<file path="src/rtl/shared_timer_scheduler_if.sv">
// shared_timer_scheduler_if
//   Bundles the requester-side signals of the shared timer scheduler.
//   req   : level request per requester, held until done or dropped to abort
//   delay : packed per-requester delay, requester i at [i*DELAY_W +: DELAY_W]
//   grant : one-hot owner of the shared counter, zero when idle
//   done  : one-cycle pulse to the requester whose delay expired
//   busy  : high while any grant bit is high
//   master drives req/delay, slave (the scheduler) drives grant/done/busy.
interface shared_timer_scheduler_if #(
  parameter int unsigned NUM_REQ = 4,
  parameter int unsigned DELAY_W = 8
);
  logic [NUM_REQ-1:0]         req;
  logic [NUM_REQ*DELAY_W-1:0] delay;
  logic [NUM_REQ-1:0]         grant;
  logic [NUM_REQ-1:0]         done;
  logic                       busy;

  modport master (output req, delay, input grant, done, busy);
  modport slave  (input req, delay, output grant, done, busy);
endinterface

</file>
<file path="src/rtl/shared_timer_scheduler.sv">
// shared_timer_scheduler
//   Round-robin arbiter sharing one delay counter among NUM_REQ requesters.
//   The winner's delay (0 treated as 1) is counted in base ticks of CLK_COUNT
//   clocks; on expiry the owner gets a one-cycle done pulse. Dropping req
//   while owning the counter aborts without done.
//   clk : clock, rising edge
//   rst : synchronous active-high reset
//   bus : shared_timer_scheduler_if slave (req, delay in; grant, done, busy out)
module shared_timer_scheduler #(
  parameter int unsigned NUM_REQ   = 4,
  parameter int unsigned DELAY_W   = 8,
  parameter int unsigned CLK_COUNT = 1
) (
  input  logic                    clk,
  input  logic                    rst,
  shared_timer_scheduler_if.slave bus
);

  localparam int unsigned IW = $clog2(NUM_REQ);
  localparam int unsigned PW = (CLK_COUNT > 1) ? $clog2(CLK_COUNT) : 1;

  localparam logic [1:0] S_IDLE = 2'd0;
  localparam logic [1:0] S_RUN  = 2'd1;
  localparam logic [1:0] S_DONE = 2'd2;

  logic [1:0]         state;
  logic [IW-1:0]      ptr;
  logic [IW-1:0]      own;
  logic [DELAY_W-1:0] remain;
  logic [PW-1:0]      presc;
  logic [NUM_REQ-1:0] grant_q;
  logic [NUM_REQ-1:0] done_q;
  logic               busy_q;

  logic               arb_found;
  logic [IW-1:0]      arb_idx;
  logic [IW-1:0]      cand;
  logic [IW-1:0]      arb_next;
  logic [DELAY_W-1:0] arb_delay;

  // Rotating search starting at ptr; first set req bit wins.
  always_comb begin
    arb_found = 1'b0;
    arb_idx   = '0;
    cand      = '0;
    for (int unsigned k = 0; k < NUM_REQ; k++) begin
      cand = IW'((32'(ptr) + k) % NUM_REQ);
      if (!arb_found && bus.req[cand]) begin
        arb_found = 1'b1;
        arb_idx   = cand;
      end
    end
  end

  always_comb begin
    arb_next  = (arb_idx == IW'(NUM_REQ - 1)) ? '0 : arb_idx + 1'b1;
    arb_delay = bus.delay[arb_idx*DELAY_W +: DELAY_W];
  end

  always_ff @(posedge clk) begin
    if (rst) begin
      state   <= S_IDLE;
      ptr     <= '0;
      own     <= '0;
      remain  <= '0;
      presc   <= '0;
      grant_q <= '0;
      done_q  <= '0;
      busy_q  <= 1'b0;
    end else begin
      done_q <= '0;
      case (state)
        S_IDLE, S_DONE: begin
          if (arb_found) begin
            state   <= S_RUN;
            own     <= arb_idx;
            ptr     <= arb_next;
            remain  <= (arb_delay == '0) ? DELAY_W'(1) : arb_delay;
            presc   <= '0;
            grant_q <= NUM_REQ'(1) << arb_idx;
            busy_q  <= 1'b1;
          end else begin
            state   <= S_IDLE;
            grant_q <= '0;
            busy_q  <= 1'b0;
          end
        end
        S_RUN: begin
          // Abort takes priority over a coinciding final tick.
          if (!bus.req[own]) begin
            state   <= S_IDLE;
            grant_q <= '0;
            busy_q  <= 1'b0;
          end else if (presc == PW'(CLK_COUNT - 1)) begin
            presc <= '0;
            if (remain == DELAY_W'(1)) begin
              state       <= S_DONE;
              grant_q     <= '0;
              busy_q      <= 1'b0;
              done_q[own] <= 1'b1;
            end else begin
              remain <= remain - 1'b1;
            end
          end else begin
            presc <= presc + 1'b1;
          end
        end
        default: begin
          state   <= S_IDLE;
          grant_q <= '0;
          busy_q  <= 1'b0;
        end
      endcase
    end
  end

  assign bus.grant = grant_q;
  assign bus.done  = done_q;
  assign bus.busy  = busy_q;

endmodule

</file>
<file path="src/flat_wrapper.sv">
// flat-port wrapper written by rule: the top's interface ports become plain ports
module shared_timer_scheduler_flat 
#(
  parameter int unsigned NUM_REQ   = 4,
  parameter int unsigned DELAY_W   = 8,
  parameter int unsigned CLK_COUNT = 1
)
  (clk, rst, bus_req, bus_delay, bus_grant, bus_done, bus_busy);
  shared_timer_scheduler_if #(.NUM_REQ(NUM_REQ), .DELAY_W(DELAY_W)) bus_i ();
  input  logic clk;
  input  logic rst;
  input wire logic [$bits(bus_i.req)-1:0] bus_req;
  input wire logic [$bits(bus_i.delay)-1:0] bus_delay;
  output wire logic [$bits(bus_i.grant)-1:0] bus_grant;
  output wire logic [$bits(bus_i.done)-1:0] bus_done;
  output wire logic [$bits(bus_i.busy)-1:0] bus_busy;
  assign bus_i.req = bus_req;
  assign bus_i.delay = bus_delay;
  assign bus_grant = bus_i.grant;
  assign bus_done = bus_i.done;
  assign bus_busy = bus_i.busy;
  shared_timer_scheduler #(.NUM_REQ(NUM_REQ), .DELAY_W(DELAY_W), .CLK_COUNT(CLK_COUNT)) u_core (.clk(clk), .rst(rst), .bus(bus_i));
endmodule
</file>
<file path="config.mk">
export PLATFORM = sky130hd
export DESIGN_NAME = shared_timer_scheduler_flat
export DESIGN_NICKNAME = d
export VERILOG_FILES = /design/src/rtl/shared_timer_scheduler_if.sv /design/src/rtl/shared_timer_scheduler.sv /design/src/flat_wrapper.sv
export SDC_FILE = /design/constraint.sdc
export NUM_CORES = 1
export LEC_CHECK = 0
export BUFFER_PORTS_ARGS = -buffer_cell sky130_fd_sc_hd__buf_2
export CAP_MARGIN = 20
export CORE_ASPECT_RATIO = 2
export CORE_MARGIN = 5
export CORE_UTILIZATION = 45
export DETAILED_ROUTE_END_ITERATION = 6
export GPL_ROUTABILITY_DRIVEN = 0
export HOLD_SLACK_MARGIN = 0.12
export PLACE_DENSITY = 0.78
export SYNTH_ARGS = -nofsm -noshare
export SYNTH_HDL_FRONTEND = slang
export SYNTH_SLANG_ARGS = --single-unit
</file>
<file path="constraint.sdc">
create_clock -name clk -period 1.9 [get_ports clk]
set_input_delay 0.095 -clock clk [delete_from_list [all_inputs] [get_ports clk]]
set_output_delay 0.095 -clock clk [all_outputs]
set_load 0.02 [all_outputs]
</file>
# Word-level counts from Yosys, hierarchy flattened
# Index checks and enable logic that the tools add are counted.
# classes
n_lt_le_gt_ge	6
n_reduce_logical	16
n_eq_ne	10
bitwise_logic	3
shift	2
muxes	46
addsub	6
# op_table
cell	n
two-way mux 8 bit	5
indexed part select 32 x 6 -> 8 bit	1
two-way mux 1 bit	18
two-way mux 2 bit	8
two-way mux 4 bit	4
case mux 8 bit (2 select lines)	1
less-than comparator 2 x 3 -> 1 bit (second input constant)	5
binary-select mux 1 bit (select 2 bit)	5
equality test 8 x 1 -> 1 bit (second input constant)	1
logical NOT 8 bit	1
case mux 4 bit (2 select lines)	1
subtractor 8 x 1 -> 8 bit (second input constant)	1
!= test 3 bit (second input constant)	2
AND reduction 5 bit	1
OR reduction 5 bit	1
adder 2 x 1 -> 2 bit (second input constant)	2
adder 2 bit (second input constant)	2
equality test 2 bit (second input constant)	2
logical AND 1 bit	4
!= test 2 x 1 -> 1 bit (second input constant)	2
!= test 2 bit (second input constant)	2
case mux 1 bit (2 select lines)	2
case mux 2 bit (2 select lines)	1
AND reduction 2 bit	2
11 further kinds	15
# totals
ff_bits	24

# Logic depth before layout (Yosys ltp)
# Gate-level depths: netlist of the first run.
# logic_depth
word_depth	17
ltp_mapped	9

# Worst setup path before layout of the first run
# OpenSTA, ideal clock, no wires.
# synth_path
kind	reg-to-reg
start	register u_core.own[0]
end	register u_core.remain[1]
arrival_ps	1684
path_buffers	1
path_stages_with_launch	7
slack_ps	97
path_cell_list	dfxtp_1 -> mux4_1 -> nand2_2 -> a31oi_4 -> or2_1 -> buf_6 -> o221a_1
# synth_between
elab_chain_len	4
# synth_lines
element	line_no	text
from (decl)	shared_timer_scheduler.sv:28	logic [IW-1:0] own;
from (signal assigned)	shared_timer_scheduler.sv:76	own <= arb_idx;
binary-select mux 1 bit (select 2 bit)	shared_timer_scheduler.sv:90	if (!bus.req[own]) begin
two-way mux 1 bit (implied by the code)	shared_timer_scheduler.sv:90	
!= test 2 x 1 -> 1 bit (no source line)	-	
AND reduction 5 bit (no source line)	-	
to (signal assigned)	shared_timer_scheduler.sv:78	remain <= (arb_delay == '0) ? DELAY_W'(1) : arb_delay;
to (signal assigned)	shared_timer_scheduler.sv:102	remain <= remain - 1'b1;
to (decl)	shared_timer_scheduler.sv:29	logic [DELAY_W-1:0] remain;
# Every way passes these cells. The select of a mux whose other input is x is not followed.
# A chain may end at the register's enable or synchronous reset.

# Worst setup path in the final report of the first run
# layout_path
start	register u_core.ptr[0]
end	register u_core.remain[4]
# layout_between
elab_chain_len	17
# layout_lines
element	line_no	text
from (decl)	shared_timer_scheduler.sv:27	logic [IW-1:0] ptr;
from (signal assigned)	shared_timer_scheduler.sv:77	ptr <= arb_next;
parallel branches: the longest is 17 deep, another holds adder 2 x 1 -> 2 bit	-	
# Several ways; the timed one is not identified. The select of a mux whose other input is x is not followed.

==> flow_summary.ini, run 1 <==
[outcome]
status = finished clean

[cells_and_area]
postLayoutCellArea_um2 = 1880
syn_to_final_growth_pct = 30.0
antenna_cells = 0
num-nets-final = 262
final_layout_size_suffix_gt1_share_pct = 42.9
final_core_util_pct = 59.6
stdcell_count = 248

[sta]
min_period_over_period_pct = 95.7
slew_viol_final = 0
relSlewSlack_pct = 69.5
tightest_slew_ns = 0.454
hold_viol_final = 0
setup_viol = 0
fin_skew_ns = 0.00287
holdWs_ns = 0.178
layout_min_cycle_time_ns = 1.82
fmax_mhz = 550

[detailed_routing]
first_iter_violations = 48
vias_per_cell = 5.53
vias = 1371
drt-wirelength-per-cell_um = 14.9
drt_wl_total_um = 3710
antenna_left = 0
drt_pass1_iterations = 4
route.detailed.drc = 0

[place]
io_buffer_count = 46
hpwl_um = 2930
dpl-instance-area_um2 = 1750
placed_cells = 238

[cts]
cts_buffer_depth = 2
clockRootBuffer = clkbuf_8
clkLatencyLatePin_ns = 0.27
cts_sinks = 22
path_clk_slew_ns = 0.08
hold_buffers = 0
cts_tree = yes
cts_buffers = 3
h-tree-depth = 1

[floorplanning]
rows = 29
start_util_pct = 45.8
design.portCount = 47
core_area_um2 = 3160
die_h_um = 90.2
die-width_um = 50.1
die_area_um2 = 4520

[power]
comb_power_share_pct = 42.4
totalPowerFinal_mw = 1.76
power_leakage_nw = 0.892
swShare_pct = 33.6
seq_power_share_pct = 32.8
switchingPower_uw = 593
p_clk_share_pct = 24.8
p_per_area_nw_per_um2 = 937
internal_power_mw = 1.17
irDropWorstVdd_v = 0.000705

[grt]
grt_max_degree = 17
grt_pass1_wl_um = 6020
grt_pass1_vias = 1410
gr-total-overflow = 0
globalRouteMet2Util_pct = 32.2
grt.total_usage_pct = 16.5
antenna_found_initial = 0
grt.busiest_layer = met2
grtUsageMet3_pct = 2.65
met1_usage_pct = 15.4

[flow_run]
drv_cap = 0

[yosys]
synth_fa_ha_area_share_pct = 5.19
syn-mean-instance-area_um2 = 9.15
synthSimpleGateAreaFrac_pct = 15.4
synth-main-ff-cell = dfxtp_1
synth.most_common_cell = dfxtp_1
synth_compound_area_share_pct = 21.2
muxShareOfSynthArea_pct = 21.0
ys_ff_latch = 22
synth_common_cells = dfxtp_1 (22), mux2i_1 (21), nor2_1 (15), inv_1 (12), a21oi_1 (8)
synth_top_area_share_pct = 30.4
syn-num-nets = 202
synth_area_leader_cell = dfxtp_1
synth_edf_count = 0
yosysUniqueCellTypes = 42
synth-xor-area-share_pct = 0
synth_top_family_by_area = compound AO/OA/AOI/OAI gates
ys_seq_area_share_pct = 30.4
yosysWarnings = 0
syn_inst = 158
synth_area_leaders = dfxtp_1 (30%), mux2i_1 (15%), ha_1 (5.2%)
synth_area_um2 = 1450
async_reset_ff_share_pct = 0

[worst_setup_path]
end_kind = flip-flop
cp-start-kind = flip-flop
critPathRequiredTime_ns = 2.09
critPathKind = reg -> reg
cp-startpoint = u_core.ptr[0]$_SDFFE_PP0P_
critPathArrivalTime_ns = 2.01
cp_max_fo = 5
r2r-start = u_core.ptr[0]$_SDFFE_PP0P_

[min_path]
min_from = rst
hold_path.class = in -> reg
## stage by stage
step                      setup slack (ns)  setup TNS [ns]
after detailed placement            0.0651               0
after global routing              -0.00378        -0.00378
after floorplan                     0.0971               0
after CTS                           0.0308               0
after global placement              0.0816               0
final                               0.0811               0
## timing repair
item / 4_1_cts / 5_1_grt
gates resized for setup: 0 / 8
buffers inserted: 0 / 5
setup endpoints to repair: 0 / 8
## critical path: stages (launching register included)
cell	delay, ns
dfxtp_2	0.35
nand2b_1	0.12
a21oi_1	0.09
a211oi_2	0.24
buf_4	0.18
mux2_2	0.35
a21o_1	0.20
a211oi_2	0.21
## final cells by class
class,count,area [um2]
Inverter,12,45.0
Tap cell,31,38.8
Clock buffer,3,41.3
Clock inverter,1,30.0
Sequential cell,22,443
Multi-Input combinational cell,117,922
Timing Repair Buffer,62,360
Fill cell,286,1280
## sequential cells by signal (all words and copies together), names as in the netlist
signal and count:
u_core.bus.done 4, u_core.own 2, u_core.bus.grant 4, u_core.remain 8, u_core.state 2, u_core.ptr 2
## final timing paths
kind                                        end  slack, ns  depth (start not counted)
setup / recovery  u_core.remain[4]$_SDFFE_PP0P_       0.08                          7
hold / removal       u_core.ptr[1]$_SDFFE_PP0P_       0.18                          2
hold reg to reg   u_core.remain[6]$_SDFFE_PP0P_       0.49                          2
setup reg to reg  u_core.remain[4]$_SDFFE_PP0P_       0.08                          7
## power groups by stage
stage / Clock [mW] / Sequential (mW) / Combinational [mW]
4_1_cts: 0.442 / 0.575 / 0.697
3_3_place_gp: 0 / 0.584 / 0.681
6_report: 0.437 / 0.578 / 0.747
5_1_grt: 0.458 / 0.587 / 0.820
3_5_place_dp: 0 / 0.585 / 0.691
2_1_floorplan: 0 / 0.592 / 0.488
## cell usage in the layout (no fill, tap or decap), drive strengths merged, types with 3 or more instances in the layout
cell,n
clkbuf,3
a22oi,4
buf,62
nor3,3
nor2,16
mux2i,21
a21oi,10
a211oi,3
mux2,6
nand3,3
dfxtp,22
nand2b,4
o21ai,13
ha,6
inv,12
nand2,6
## kinds of logic after synthesis
| logic type | Yosys count |
|---|---|
| buffers and inverters | 19 |
| muxes | 28 |
| DFF | 22 |
| AOI/OAI and AO/OA | 41 |
| adders and majority gates | 6 |
| and+or+nand+nor | 42 |
## routing by layer
| layer | wire, um | part of all wire [%] | vias to the layer above |
|---|---|---|---|
| met5 | 0 | 0 | - |
| met4 | 119 | 3.2 | 0 |
| met3 | 115 | 3.1 | 13 |
| met2 | 2190 | 59 | 26 |
| met1 | 1280 | 35 | 642 |
| li1 | - | - | 690 |
Note: power is estimated with default switching activity, not from simulation.
==> inputs of run 2 (changes only) <==
--- a/config.mk
+++ b/config.mk
@@ -5,15 +5,16 @@
 export SDC_FILE = /design/constraint.sdc
 export NUM_CORES = 1
 export LEC_CHECK = 0
+export ABC_AREA = 1
 export BUFFER_PORTS_ARGS = -buffer_cell sky130_fd_sc_hd__buf_2
 export CAP_MARGIN = 20
 export CORE_ASPECT_RATIO = 2
 export CORE_MARGIN = 5
-export CORE_UTILIZATION = 45
+export CORE_UTILIZATION = 47
 export DETAILED_ROUTE_END_ITERATION = 6
 export GPL_ROUTABILITY_DRIVEN = 0
 export HOLD_SLACK_MARGIN = 0.12
-export PLACE_DENSITY = 0.78
+export PLACE_DENSITY = 0.79
 export SYNTH_ARGS = -nofsm -noshare
 export SYNTH_HDL_FRONTEND = slang
 export SYNTH_SLANG_ARGS = --single-unit
==> flow_summary.ini, run 2 <==
[outcome]
status = finished, violations left
violations = negative setup slack

[yosys]
synth_area_leader_cell = dfxtp_1
ys_seq_area_share_pct = 26.3
synth-main-ff-cell = dfxtp_1
synth_common_cells = nand2_1 (79), nand3_1 (31), dfxtp_1 (22), inv_1 (20), a21oi_1 (18)
synth_area_leaders = dfxtp_1 (26%), nand2_1 (18%), nand3_1 (9.3%)
syn-num-nets = 308
syn-mean-instance-area_um2 = 6.35
yosysWarnings = 0
synth_top_area_share_pct = 26.3
syn_inst = 264
async_reset_ff_share_pct = 0
synth.most_common_cell = nand2_1
synth_edf_count = 0
yosysUniqueCellTypes = 32
synth_area_um2 = 1680
ys_ff_latch = 22

[cts]
clockRootBuffer = clkbuf_8
hold_buffers = 0
cts_buffers = 3
cts_sinks = 22
clkLatencyLatePin_ns = 0.27
h-tree-depth = 1
cts_tree = yes
path_clk_slew_ns = 0.08
cts_buffer_depth = 2

[sta]
fin_skew_ns = 0.00200
finalSetupTns_ns = -2.23
fmax_mhz = 459
slew_viol_final = 0
setup_viol = 15
layout_min_cycle_time_ns = 2.18
grt_setup_unrepaired = yes
tightest_slew_ns = 0.347
relSlewSlack_pct = 76.6
hold_viol_final = 0
layout_setup_ws_ns = -0.281
min_period_over_period_pct = 115

[worst_setup_path]
crit_slowest_cell = dfxtp_4
critPathArrivalTime_ns = 2.39
reg2reg_depth = 17
end_kind = flip-flop
reg2reg_slack_ns = -0.28
slowest_delay_ns = 0.37
critPathKind = reg -> reg
r2r-end = u_core.remain[0]$_SDFFE_PP0P_
crit_chain = buf_12, inv_8, nand2_2, nand3_2, nand2_4, nor2_4, nand3_4, buf_6, nand4_1, nand3_1, nand2_1, nand2_1, nor2_1, nand2_1, nand2_1, nand2_1, a21oi_2
r2r-start = u_core.ptr[0]$_SDFFE_PP0P_
critPathRequiredTime_ns = 2.11
cp_max_fo = 7
cp-start-kind = flip-flop
crit_path_frequent_cell = nand2_1

[grt]
grt_pass1_wl_um = 8880
grt.busiest_layer = met2
globalRouteMet2Util_pct = 46.8
grt_max_degree = 13
gr-total-overflow = 0
grt_pass1_vias = 2100
grtUsageMet3_pct = 1.90
antenna_found_initial = 0
met1_usage_pct = 23.0
grt.total_usage_pct = 23.4

[floorplanning]
start_util_pct = 49.0
design.portCount = 47
rows = 30
core_area_um2 = 3420
die-width_um = 52.2
die_area_um2 = 4930
die_h_um = 94.4

[cells_and_area]
seq_area_um2 = 445
layout_commonest_cell = nand2_1
stdcell_count = 400
antenna_cells = 0
final_cell_mix = nand2_1 (62), buf_2 (47), buf_4 (32)
largest_register = u_core.remain
num-fill-cells = 264
syn_to_final_growth_pct = 56.0
final_layout_size_suffix_gt1_share_pct = 45.2
largest_reg_flops = 8
num-nets-final = 397
multi_input_comb_area_um2 = 1300

[detailed_routing]
vias = 2253
drt-wirelength-per-cell_um = 15.4
drt_wl_total_um = 6180
vias_per_cell = 5.63
route.detailed.drc = 0
drt_pass1_iterations = 5
antenna_left = 0
first_iter_violations = 130

[min_path]
min_from = rst
worstHoldEndpoint = u_core.bus.grant[1]$_SDFFE_PP0P_
holdPathStages = 2
hold_path.class = in -> reg

[power]
switchingPower_mw = 2.87
comb_power_share_pct = 80.6
internal_power_mw = 2.81
p_per_area_nw_per_um2 = 2180
irDropWorstVdd_v = 0.00161
seq_power_share_pct = 13.4
p_clk_share_pct = 6.0
power_leakage_nw = 1.30
swShare_pct = 50.5

[place]
hpwl_um = 4060
io_buffer_count = 46
detailedPlace.worstSlack_ns = -0.189
placed_cells = 388

[flow_run]
drv_cap = 0
[run 2: cell count changes after synthesis, moves of 4 or more]
cell,before,now
nand2_1,5,79
nand3_1,3,31
mux2i_1,21,0
nand4_1,2,17
a21oi_1,8,18
inv_1,12,20
o21ai_0,6,14
mux2_2,6,0
a22oi_1,4,0
nand2b_1,4,0
o21ai_1,4,0
[run 2: worst max path at each step]
stage          slack, ns                             to  cells after the start                       start
5_1_grt            -0.48  u_core.remain[0]$_SDFFE_PP0P_                     18  u_core.ptr[0]$_SDFFE_PP0P_
4_1_cts            -0.12  u_core.remain[0]$_SDFFE_PP0P_                     17  u_core.ptr[1]$_SDFFE_PP0P_
3_3_place_gp       -0.12  u_core.remain[0]$_SDFFE_PP0P_                     18  u_core.ptr[0]$_SDFFE_PP0P_
2_1_floorplan     -0.002     u_core.ptr[1]$_SDFFE_PP0P_                     14  u_core.ptr[0]$_SDFFE_PP0P_
3_5_place_dp       -0.19  u_core.remain[0]$_SDFFE_PP0P_                     20  u_core.ptr[0]$_SDFFE_PP0P_
6_report           -0.28  u_core.remain[0]$_SDFFE_PP0P_                     17  u_core.ptr[0]$_SDFFE_PP0P_
[run 2: critical path: cells and delay by family, from the launching register on]
| kind | cells | cell delay [ns] |
|---|---|---|
| AND/OR/NAND/NOR | 13 | 1.24 |
| buffers and inverters | 3 | 0.38 |
| flip-flops | 1 | 0.37 |
| AO/OA/AOI/OAI | 1 | 0.12 |
[run 2: what timing repair did]
| action | 4_1_cts | 5_1_grt |
|---|---|---|
| endpoints found under the setup margin | 13 | 16 |
| pin swaps | 9 | 24 |
| gates resized for setup | 17 | 53 |
| gates cloned | 3 | 1 |
| setup buffers | 2 | 2 |
[run 2: final cells by class]
type,count,share of cell area (%)
timing repair buffer,91,24.6
clock buffer,4,2.11
tap,48,2.30
inverter,24,3.88
timing repair inverter,1,0.335
multi-input combinational,210,49.8
sequential,22,17.0
[run 2: per-layer routing]
metal,part of all wire [%],up-vias,routed length [um]
li1,-,1071,-
met1,33,1056,2060
met2,59,100,3630
met3,4.1,26,251
met4,3.8,0,233
met5,0,-,0
[run 2: cell families after synthesis]
logic type      count (synthesis)  synth area share, %
fa+ha+maj                       6                 4.48
buf+inv                        33                 9.48
compound gates                 39                 12.8
simple gates                  162                 45.9
flops                          22                 26.3
xor+xnor                        2                 1.05
[run 2: stage by stage]
| stage | instance area, um2 | total power [mW] | util, % | hold WS, ns |
|---|---|---|---|---|
| 3_5_place_dp | 2230 | 4.28 | 65.2 | 0.401 |
| 6_report | 2610 | 5.69 | 76.5 | 0.136 |
| 4_1_cts | 2370 | 4.85 | 69.4 | 0.127 |
| 5_1_grt | 2610 | 6.11 | 76.5 | 0.150 |
| 3_3_place_gp | 2230 | 4.22 | 65.2 | 0.396 |
| 2_1_floorplan | 1680 | 2.93 | - | 0.388 |
[run 2: power by group through the flow]
stage	Combinational, mW	Clock [mW]	Sequential, mW
2_1_floorplan	2.18	0	0.756
3_3_place_gp	3.48	0	0.739
3_5_place_dp	3.54	0	0.740
4_1_cts	3.79	0.334	0.733
5_1_grt	4.97	0.361	0.782
6_report	4.58	0.342	0.761
